### src/rtl/sap1_prog_loader_pkg.sv
// sap1_prog_loader shared types and default widths.
// State enum covers the optional checksum state as well.
package sap1_prog_pkg;

   localparam int SAP1_ADDR_W = 4;
   localparam int SAP1_DATA_W = 8;
   localparam int SAP1_CHK_W  = SAP1_DATA_W;

   typedef enum logic [2:0] {
      IDLE,
      ADDR_WAIT,
      ADDR_SEND,
      DATA_WAIT,
      DATA_LOAD,
      CHK_WAIT,
      FINISH,
      ABORT
   } state_t;

endpackage

### src/rtl/sap1_prog_loader_if.sv
// Byte-stream valid/ready link feeding the program loader.
// master = host side, slave = loader side.
interface sap1_prog_loader_if
   import sap1_prog_pkg::*;
#(
   parameter int DATA_W = SAP1_DATA_W
);

   logic              s_valid;
   logic [DATA_W-1:0] s_data;
   logic              s_last;
   logic              s_ready;

   modport master (
      output s_valid,
      output s_data,
      output s_last,
      input  s_ready
   );

   modport slave (
      input  s_valid,
      input  s_data,
      input  s_last,
      output s_ready
   );

endinterface

### src/rtl/sap1_prog_loader_strobe_timer.sv
// Down-counter shared by the address and data strobes.
// active while counting, last on the final counted cycle.
module strobe_timer #(
   parameter int HOLD_CYCLES = 2
) (
   input  logic clk,
   input  logic rst,
   input  logic start,
   output logic active,
   output logic last
);

   localparam int CW = $clog2(HOLD_CYCLES + 1);

   logic [CW-1:0] cnt;

   // load on start, then count down to zero
   always_ff @(posedge clk or negedge rst) begin
      if (!rst) begin
         cnt <= '0;
      end else if (start) begin
         cnt <= CW'(HOLD_CYCLES);
      end else if (cnt != '0) begin
         cnt <= cnt - CW'(1);
      end
   end

   assign active = (cnt != '0);
   assign last   = (cnt == CW'(1));

endmodule

### src/rtl/sap1_prog_loader.sv
// SAP-1 program loader: (address, data) byte records -> CPU port.
// Optional trailing checksum byte: SAP1_PROG_LOADER_CHECKSUM_EN.
module sap1_prog_loader
   import sap1_prog_pkg::*;
#(
   parameter int ADDR_W      = SAP1_ADDR_W,
   parameter int DATA_W      = SAP1_DATA_W,
   parameter int HOLD_CYCLES = 2
) (
   input  logic              clk,
   input  logic              rst,
   input  logic              start,
   sap1_prog_loader_if.slave bus,
   output logic              pr_mode,
   output logic [ADDR_W-1:0] pr_address,
   output logic [DATA_W-1:0] pr_data,
   output logic              address_send,
   output logic              instr_load,
   output logic              busy,
   output logic              done,
   output logic              err,
   output logic [ADDR_W:0]   rec_count
);

   localparam logic [ADDR_W:0] REC_MAX =
      {1'b1, {ADDR_W{1'b0}}};

`ifdef SAP1_PROG_LOADER_CHECKSUM_EN
   localparam state_t END_ST = CHK_WAIT;
   logic [SAP1_CHK_W-1:0] sum_q;
`else
   localparam state_t END_ST = FINISH;
`endif

   state_t state_q;
   state_t state_d;
   logic   accept;
   logic   addr_bad;
   logic   tmr_start;
   logic   tmr_active;
   logic   tmr_last;
   logic   last_q;

   assign bus.s_ready = (state_q == ADDR_WAIT) ||
                        (state_q == DATA_WAIT) ||
                        (state_q == CHK_WAIT);

   assign accept = bus.s_valid && bus.s_ready;

   assign addr_bad = bus.s_last ||
                     (|bus.s_data[DATA_W-1:ADDR_W]) ||
                     (rec_count == REC_MAX);

   assign tmr_start = accept &&
      (((state_q == ADDR_WAIT) && !addr_bad) ||
       (state_q == DATA_WAIT));

   strobe_timer #(
      .HOLD_CYCLES(HOLD_CYCLES)
   ) u_timer (
      .clk   (clk),
      .rst   (rst),
      .start (tmr_start),
      .active(tmr_active),
      .last  (tmr_last)
   );

   assign address_send = (state_q == ADDR_SEND) && tmr_active;
   assign instr_load   = (state_q == DATA_LOAD) && tmr_active;

   // state register
   always_ff @(posedge clk or negedge rst) begin
      if (!rst) state_q <= IDLE;
      else      state_q <= state_d;
   end

   // next-state decode
   always_comb begin
      state_d = state_q;
      unique case (state_q)
         IDLE: begin
            if (start) state_d = ADDR_WAIT;
         end
         ADDR_WAIT: begin
            if (accept)
               state_d = addr_bad ? ABORT : ADDR_SEND;
         end
         ADDR_SEND: begin
            if (tmr_last) state_d = DATA_WAIT;
         end
         DATA_WAIT: begin
            if (accept) state_d = DATA_LOAD;
         end
         DATA_LOAD: begin
            if (tmr_last)
               state_d = last_q ? END_ST : ADDR_WAIT;
         end
         CHK_WAIT: begin
`ifdef SAP1_PROG_LOADER_CHECKSUM_EN
            if (accept)
               state_d = (bus.s_data == sum_q) ?
                         FINISH : ABORT;
`else
            state_d = IDLE;
`endif
         end
         FINISH:  state_d = IDLE;
         ABORT:   state_d = IDLE;
         default: state_d = IDLE;
      endcase
   end

   // session flags, latched bus values and record count
   always_ff @(posedge clk or negedge rst) begin
      if (!rst) begin
         pr_mode    <= 1'b0;
         busy       <= 1'b0;
         done       <= 1'b0;
         err        <= 1'b0;
         rec_count  <= '0;
         pr_address <= '0;
         pr_data    <= '0;
         last_q     <= 1'b0;
      end else begin
         if ((state_q == IDLE) && start) begin
            pr_mode   <= 1'b1;
            busy      <= 1'b1;
            done      <= 1'b0;
            err       <= 1'b0;
            rec_count <= '0;
         end
         if (accept && (state_q == ADDR_WAIT) && !addr_bad)
            pr_address <= bus.s_data[ADDR_W-1:0];
         if (accept && (state_q == DATA_WAIT)) begin
            pr_data <= bus.s_data;
            last_q  <= bus.s_last;
         end
         if ((state_q == DATA_LOAD) && tmr_last)
            rec_count <= rec_count + (ADDR_W+1)'(1);
         if (state_d == FINISH) begin
            done    <= 1'b1;
            pr_mode <= 1'b0;
            busy    <= 1'b0;
         end
         if (state_d == ABORT) begin
            err     <= 1'b1;
            pr_mode <= 1'b0;
            busy    <= 1'b0;
         end
      end
   end

`ifdef SAP1_PROG_LOADER_CHECKSUM_EN
   // running sum of every address and data byte
   always_ff @(posedge clk or negedge rst) begin
      if (!rst) begin
         sum_q <= '0;
      end else if ((state_q == IDLE) && start) begin
         sum_q <= '0;
      end else if (accept &&
                   ((state_q == ADDR_WAIT) ||
                    (state_q == DATA_WAIT))) begin
         sum_q <= sum_q + SAP1_CHK_W'(bus.s_data);
      end
   end
`endif

endmodule

### src/flat_wrapper.sv
// flat-port wrapper written by rule: the top's interface ports become plain ports
module sap1_prog_loader_flat import sap1_prog_pkg::*;
#(
   parameter int ADDR_W      = SAP1_ADDR_W,
   parameter int DATA_W      = SAP1_DATA_W,
   parameter int HOLD_CYCLES = 2
)
  (clk, rst, start, pr_mode, pr_address, pr_data, address_send, instr_load, busy, done, err, rec_count, bus_s_valid, bus_s_data, bus_s_last, bus_s_ready);
  sap1_prog_loader_if #(.DATA_W(DATA_W)) bus_i ();
  input  logic clk;
  input  logic rst;
  input  logic start;
  output logic pr_mode;
  output logic [ADDR_W-1:0] pr_address;
  output logic [DATA_W-1:0] pr_data;
  output logic address_send;
  output logic instr_load;
  output logic busy;
  output logic done;
  output logic err;
  output logic [ADDR_W:0] rec_count;
  input wire logic [$bits(bus_i.s_valid)-1:0] bus_s_valid;
  input wire logic [$bits(bus_i.s_data)-1:0] bus_s_data;
  input wire logic [$bits(bus_i.s_last)-1:0] bus_s_last;
  output wire logic [$bits(bus_i.s_ready)-1:0] bus_s_ready;
  assign bus_i.s_valid = bus_s_valid;
  assign bus_i.s_data = bus_s_data;
  assign bus_i.s_last = bus_s_last;
  assign bus_s_ready = bus_i.s_ready;
  sap1_prog_loader #(.ADDR_W(ADDR_W), .DATA_W(DATA_W), .HOLD_CYCLES(HOLD_CYCLES)) u_core (.clk(clk), .rst(rst), .start(start), .bus(bus_i), .pr_mode(pr_mode), .pr_address(pr_address), .pr_data(pr_data), .address_send(address_send), .instr_load(instr_load), .busy(busy), .done(done), .err(err), .rec_count(rec_count));
endmodule
### config.mk
export PLATFORM = sky130hd
export DESIGN_NAME = sap1_prog_loader_flat
export DESIGN_NICKNAME = d
export VERILOG_FILES = /design/src/rtl/sap1_prog_loader_pkg.sv /design/src/rtl/sap1_prog_loader_if.sv /design/src/rtl/sap1_prog_loader_strobe_timer.sv /design/src/rtl/sap1_prog_loader.sv /design/src/flat_wrapper.sv
export SDC_FILE = /design/constraint.sdc
export NUM_CORES = 1
export LEC_CHECK = 0
export ABC_CLOCK_PERIOD_IN_PS = 1800
export CORE_MARGIN = 1.5
export CORE_UTILIZATION = 42
export CTS_CLUSTER_DIAMETER = 120
export CTS_CLUSTER_SIZE = 24
export DETAILED_ROUTE_END_ITERATION = 16
export GPL_ROUTABILITY_DRIVEN = 0
export GPL_TIMING_DRIVEN = 0
export PLACE_DENSITY = 0.82
export SKIP_LAST_GASP = 1
export SLEW_MARGIN = 5
export SYNTH_ARGS = -nofsm -noshare
export SYNTH_HDL_FRONTEND = slang
export SYNTH_SLANG_ARGS = --single-unit
### constraint.sdc
create_clock -name clk -period 1.8 [get_ports clk]
set_input_delay 0.27 -clock clk [delete_from_list [all_inputs] [get_ports clk]]
set_output_delay 0.27 -clock clk [all_outputs]
set_load 0.02 [all_outputs]
# After elaboration in Yosys (flattened, before gate mapping)
# Index checks and enable logic that the tools add are counted.
# classes
mux	18
reduce_logical	25
n_shift	0
mul	0
addsub	2
order_cmp	0
eq_ne	11
div	0
bitwise	0
# ops
op	count
$mux W3	7
$eq A3 B3 Y1 const B	6
$pmux W3 S6	1
$logic_and A1 B1 Y1	10
$mux W5	2
$reduce_bool A2 Y1	5
$eq A3 B2 Y1 const B	2
$mux W1	6
$add A5 B1 Y5 const B	1
$eq A5 B5 Y1 const B	1
$logic_or A1 B1 Y1	5
$mux W2	2
$reduce_or A4 Y1	1
$eq A3 B1 Y1 const B	1
$logic_not A3 Y1	1
$reduce_bool A3 Y1	1
$reduce_or A3 Y1	1
$eq A2 B1 Y1 const B	1
$sub A2 B1 Y2 const B	1
$logic_not A1 Y1	1
# word_totals
in_bits	13
latchBits	0
rom_bits	0
word_cells	65
mem_count	0
ram_bits	0
out_inout_bits	24
register_bits	26

# Logic depth before layout (Yosys ltp)
# logic_depth
word_depth	9
mapped_depth	6
ltp_nobuf	5

# Cells and area by module
# Synthesis repeated with hierarchy kept, for this count alone.
# hier_totals
cells_unflattened	117
hier_area_um2	1363.8
# modules_own_cells
module	instances	area_each_um2	seq_area_each_um2	cells_each
sap1_prog_loader	1	1243.7	600.6	105
strobe_timer	1	120.1	50.0	12

# Worst setup path before layout
# OpenSTA, ideal clock, no wires.
# synth_timing
path_type	register -> register
start	reg u_core.rec_count[0]
end	reg u_core.pr_address[0]
setup_ns	0.125
period_less_slack_ns	1.801
required_ns	1.675
path_stages_with_launch	6
path_slack_ns	-0.001
arrival_ns	1.676
n_path_buf	0
cell_sequence	dfrtp_1 -> inv_1 -> ha_1 -> and4bb_2 -> nor4_4 -> mux2_2
# synth_between
elab_chain_len	4
# synth_rtl
item	line_no	text
start: declaration	sap1_prog_loader.sv:22	output logic [ADDR_W:0] rec_count
start signal: assignment	sap1_prog_loader.sv:139	rec_count <= rec_count + (ADDR_W+1)'(1);
$eq A5 B5 Y1	sap1_prog_loader.sv:52	(rec_count == REC_MAX);
$logic_or A1 B1 Y1	sap1_prog_loader.sv:51	(|bus.s_data[DATA_W-1:ADDR_W]) ||
$logic_not A1 Y1	sap1_prog_loader.sv:132	if (accept && (state_q == ADDR_WAIT) && !addr_bad)
$logic_and A1 B1 Y1	sap1_prog_loader.sv:132	
end signal: assignment	sap1_prog_loader.sv:133	pr_address <= bus.s_data[ADDR_W-1:0];
end: declaration	sap1_prog_loader.sv:15	output logic [ADDR_W-1:0] pr_address,
# No other way between the ends.
# A chain may end at the register's enable or synchronous reset.

# Worst setup path in the final report
# layout_timing
start	reg u_core.state_q[2]
end	reg u_core.pr_address[3]
# layout_between
elab_chain_len	6
word_cells_on_any_way	8
classes_between	eq/ne (3); reduce/logical (5)
# layout_rtl
item	line_no	text
start: declaration	sap1_prog_loader.sv:35	state_t state_q;
start signal: assignment	sap1_prog_loader.sv:74	else state_q <= state_d;
$eq A3 B1 Y1 / $eq A3 B2 Y1 (equally long branches)	sap1_prog_loader.sv:44, sap1_prog_loader.sv:132, sap1_prog_loader.sv:45	
$logic_or A1 B1 Y1	sap1_prog_loader.sv:44	assign bus.s_ready = (state_q == ADDR_WAIT) ||
$logic_or A1 B1 Y1	sap1_prog_loader.sv:45	(state_q == DATA_WAIT) ||
$logic_and A1 B1 Y1	sap1_prog_loader.sv:48	assign accept = bus.s_valid && bus.s_ready;
$logic_and A1 B1 Y1 * (2 in a row)	sap1_prog_loader.sv:132	
# Every way passes the cells marked *; elsewhere a longest branch is shown, timed or not.

==> flow_metrics.tcl <==
set metrics [dict create \
    crit_start "u_core.state_q[2]" \
    grt_pass1_wl_um 4750 \
    fmax_mhz 567 \
    rr_startpoint "u_core.state_q[2]" \
    ir_drop_v 0.000839 \
    core-area_um2 2830 \
    tightest_slew_ps 1130 \
    crit_type "reg -> reg" \
    fin_skew_ps 0.585 \
    p_sw_w 0.00112 \
    vias 1064 \
    rows 19 \
    rsz0062_at_grt "true" \
    fin_area_um2 1830 \
    synth-seq-cells 26 \
    start_kind "register" \
    drive_gt1_share_pct 31.6 \
    layout_commonest_cell "clkdlybuf4s50_1" \
    clkTransAtPathRegs_ps 130 \
    drt_iter0_markers 52 \
    switching_share_pct 38.6 \
    period_share_pct 97.9 \
    cpMaxStageDelayCell "or4bb_4" \
    drt-met1-wl_um 1250 \
    maxSlewHeadroom_pct 24.2 \
    reg2reg_to "u_core.pr_address[3]" \
    antenna_left 0 \
    worstSetupEndpointType "register" \
    syn_area_um2 1290 \
    clockBufferDepth 2 \
    synth_seq_area_share_pct 50.4 \
    track_usage_pct 18.0 \
    place_hpwl_um 2100 \
    highest_layer "met4" \
    cp.arrival_ps 1980 \
    worstPathRequired_ps 2010 \
    worst-path-max-fanout 5 \
    cts_tree "built" \
    period_minus_slack_ps 1760 \
    seqPwrFrac_pct 34.1 \
    ys_warn_count 0 \
    viasPerCell 5.72 \
    antenna_found_initial 0 \
    clock_sinks 26 \
    cts_inserted_buffers 3 \
    numPortBuffers 36 \
    crit_chain "or4bb_4, nor4_4, buf_4, mux2_4" \
    ctsRootBufferMaster "clkbuf_4" \
    route.detailed.drc 0 \
    grt-ovfl-total 0 \
    die_area_um2 3420 \
    start_util_pct 45.6 \
    power_frac_comb_pct 56.0 \
    wl_per_cell_um 16.0 \
    clockPowerShare_pct 10.0 \
    slew_violations 0 \
    worstRegToRegCells 4 \
    crit_end "u_core.pr_address[3]" \
    grt_max_degree 27 \
    first_pass_iters 4 \
    die_h_um 58.4 \
    internal_power_w 0.00178 \
    synth_edf_count 0 \
    route.met3.wl_um 207 \
    p_leak_nw 0.798 \
    nets 173 \
    wl_met2_um 1500 \
    avgSynthCellArea_um2 12.0 \
    syn-num-nets 125 \
    die_w_um 58.4 \
    hold_path.class "in -> reg" \
    clk_latency_ps 310 \
    synth_cells 108 \
    place_area_um2 1690 \
    yosysUniqueCellTypes 37 \
    cts-hold-fix-buffers 0 \
    setup_violations 0 \
    power_density_nw_per_um2 1590 \
    area_growth_pct 41.6 \
    num_antenna_cells 0 \
    cpPeakStageDelay_ps 580 \
    totalPowerFinal_w 0.00290 \
    hold_ws_ps 225 \
    h-tree-depth 1 \
    io_pins 37 \
    hold_viol 0 \
    final_cell_mix "clkdlybuf4s50_1 (31), dfrtp_1 (23), buf_4 (10), mux2_2 (10), nand2_1 (6)" \
    cap_viol_max_count 0 \
    rrSetupSlack_ps 40 \
    async_reset_ff_share_pct 100 \
    grt_pass1_vias 1050 \
    drt_wl_total_um 2980 \
    fin_tns_setup_ps 0 \
    ys.flop_type "dfrtp_1" \
    run_status "finished clean" \
]
-- synth_stat cells (all sizes together), types with 2 or more instances --
| master | instances | area, um^2 |
|---|---|---|
| a22o | 4 | 35.0 |
| nand2 | 6 | 22.5 |
| dfrtp | 26 | 651 |
| o22ai | 3 | 18.8 |
| nor2b | 2 | 12.5 |
| xor2 | 3 | 26.3 |
| nor3 | 2 | 10.0 |
| o21ai | 2 | 10.0 |
| nor2 | 4 | 15.0 |
| clkbuf | 4 | 15.0 |
| mux2 | 14 | 158 |
| a31o | 2 | 17.5 |
| nand3 | 3 | 15.0 |
| o221ai | 2 | 17.5 |
| ha | 4 | 50.1 |
| nor4 | 2 | 27.5 |
| inv | 6 | 22.5 |
-- state kept, by name (all words and copies together), names as in the netlist --
name / flops
u_core.state_q: 3
u_core.err: 1
u_core.busy: 1
u_core.done: 1
u_core.u_timer.cnt: 2
u_core.last_q: 1
u_core.pr_address: 4
u_core.rec_count: 5
u_core.pr_data: 8
-- worst min-delay path by stage --
stage,cells past startpoint,endpoint,start
after detailed placement,1,u_core.pr_data[1],u_core.pr_data[1]
after global placement,1,u_core.pr_data[6],u_core.pr_data[6]
after floorplan,0,u_core.busy,rst
final,2,u_core.pr_data[7],bus_s_data[7]
after global routing,2,u_core.pr_data[7],bus_s_data[7]
after CTS,1,u_core.pr_data[7],u_core.pr_data[7]
-- area by class of cell --
type	instances	area (um^2)
Inverter	6	22.5
Fill cell	226	1000
Tap cell	31	38.8
Sequential cell	26	654
Buffer	4	25.0
Multi-Input combinational cell	71	641
Timing Repair Buffer	44	410
Clock buffer	4	36.3
-- metrics by stage --
step                std cells  setup WS (ps)  utilization [%]
floorplan                 108           39.0                -
global placement          175           -410             59.8
detailed placement        175           -447             59.8
CTS                       181          -72.4             62.5
global route              186          -21.2             64.6
finish                    186           37.5             64.6
-- worst max-delay path: cells and delay by family (launching register included) --
| kind | cells | cell delay, ps |
|---|---|---|
| buf+inv | 1 | 190 |
| flops | 1 | 460 |
| simple gates | 2 | 710 |
| mux | 1 | 300 |
-- metal layers --
| layer | GRT usage, % | up-vias |
|---|---|---|
| li1 | - | 499 |
| met1 | 23.3 | 515 |
| met2 | 30.0 | 46 |
| met3 | 3.96 | 4 |
| met4 | 5.98 | 0 |
| met5 | 0 | - |
-- power by group through the flow --
stage | sequential [W] | clock (W) | combinational, W
2_1_floorplan | 0.00116 | 0 | 0.000699
3_3_place_gp | 0.000979 | 0 | 0.00144
3_5_place_dp | 0.000997 | 0 | 0.00147
6_report | 0.000988 | 0.000289 | 0.00162
4_1_cts | 0.000985 | 0.000301 | 0.00153
5_1_grt | 0.00101 | 0.000321 | 0.00175
-- cell families (layout without fill, tap and decap cells) --
family	Yosys count	in the layout	synth area share (%)
AND/OR/NAND/NOR	30	30	15.8
flip-flops	26	26	50.4
AO/OA/AOI/OAI	20	20	12.2
multiplexers	14	14	12.2
buffers and inverters	11	58	3.49
adder cells (fa/ha/maj)	4	4	3.88
XOR/XNOR	3	3	2.04
-- repair_timing --
item	CTS	global route
endpoints found under the setup margin	17	20
buffers inserted	3	5
pin swaps	2	4
resized for setup	19	16
hold endpoints to repair	0	0
No activity file was read; power rests on OpenSTA's default activity.
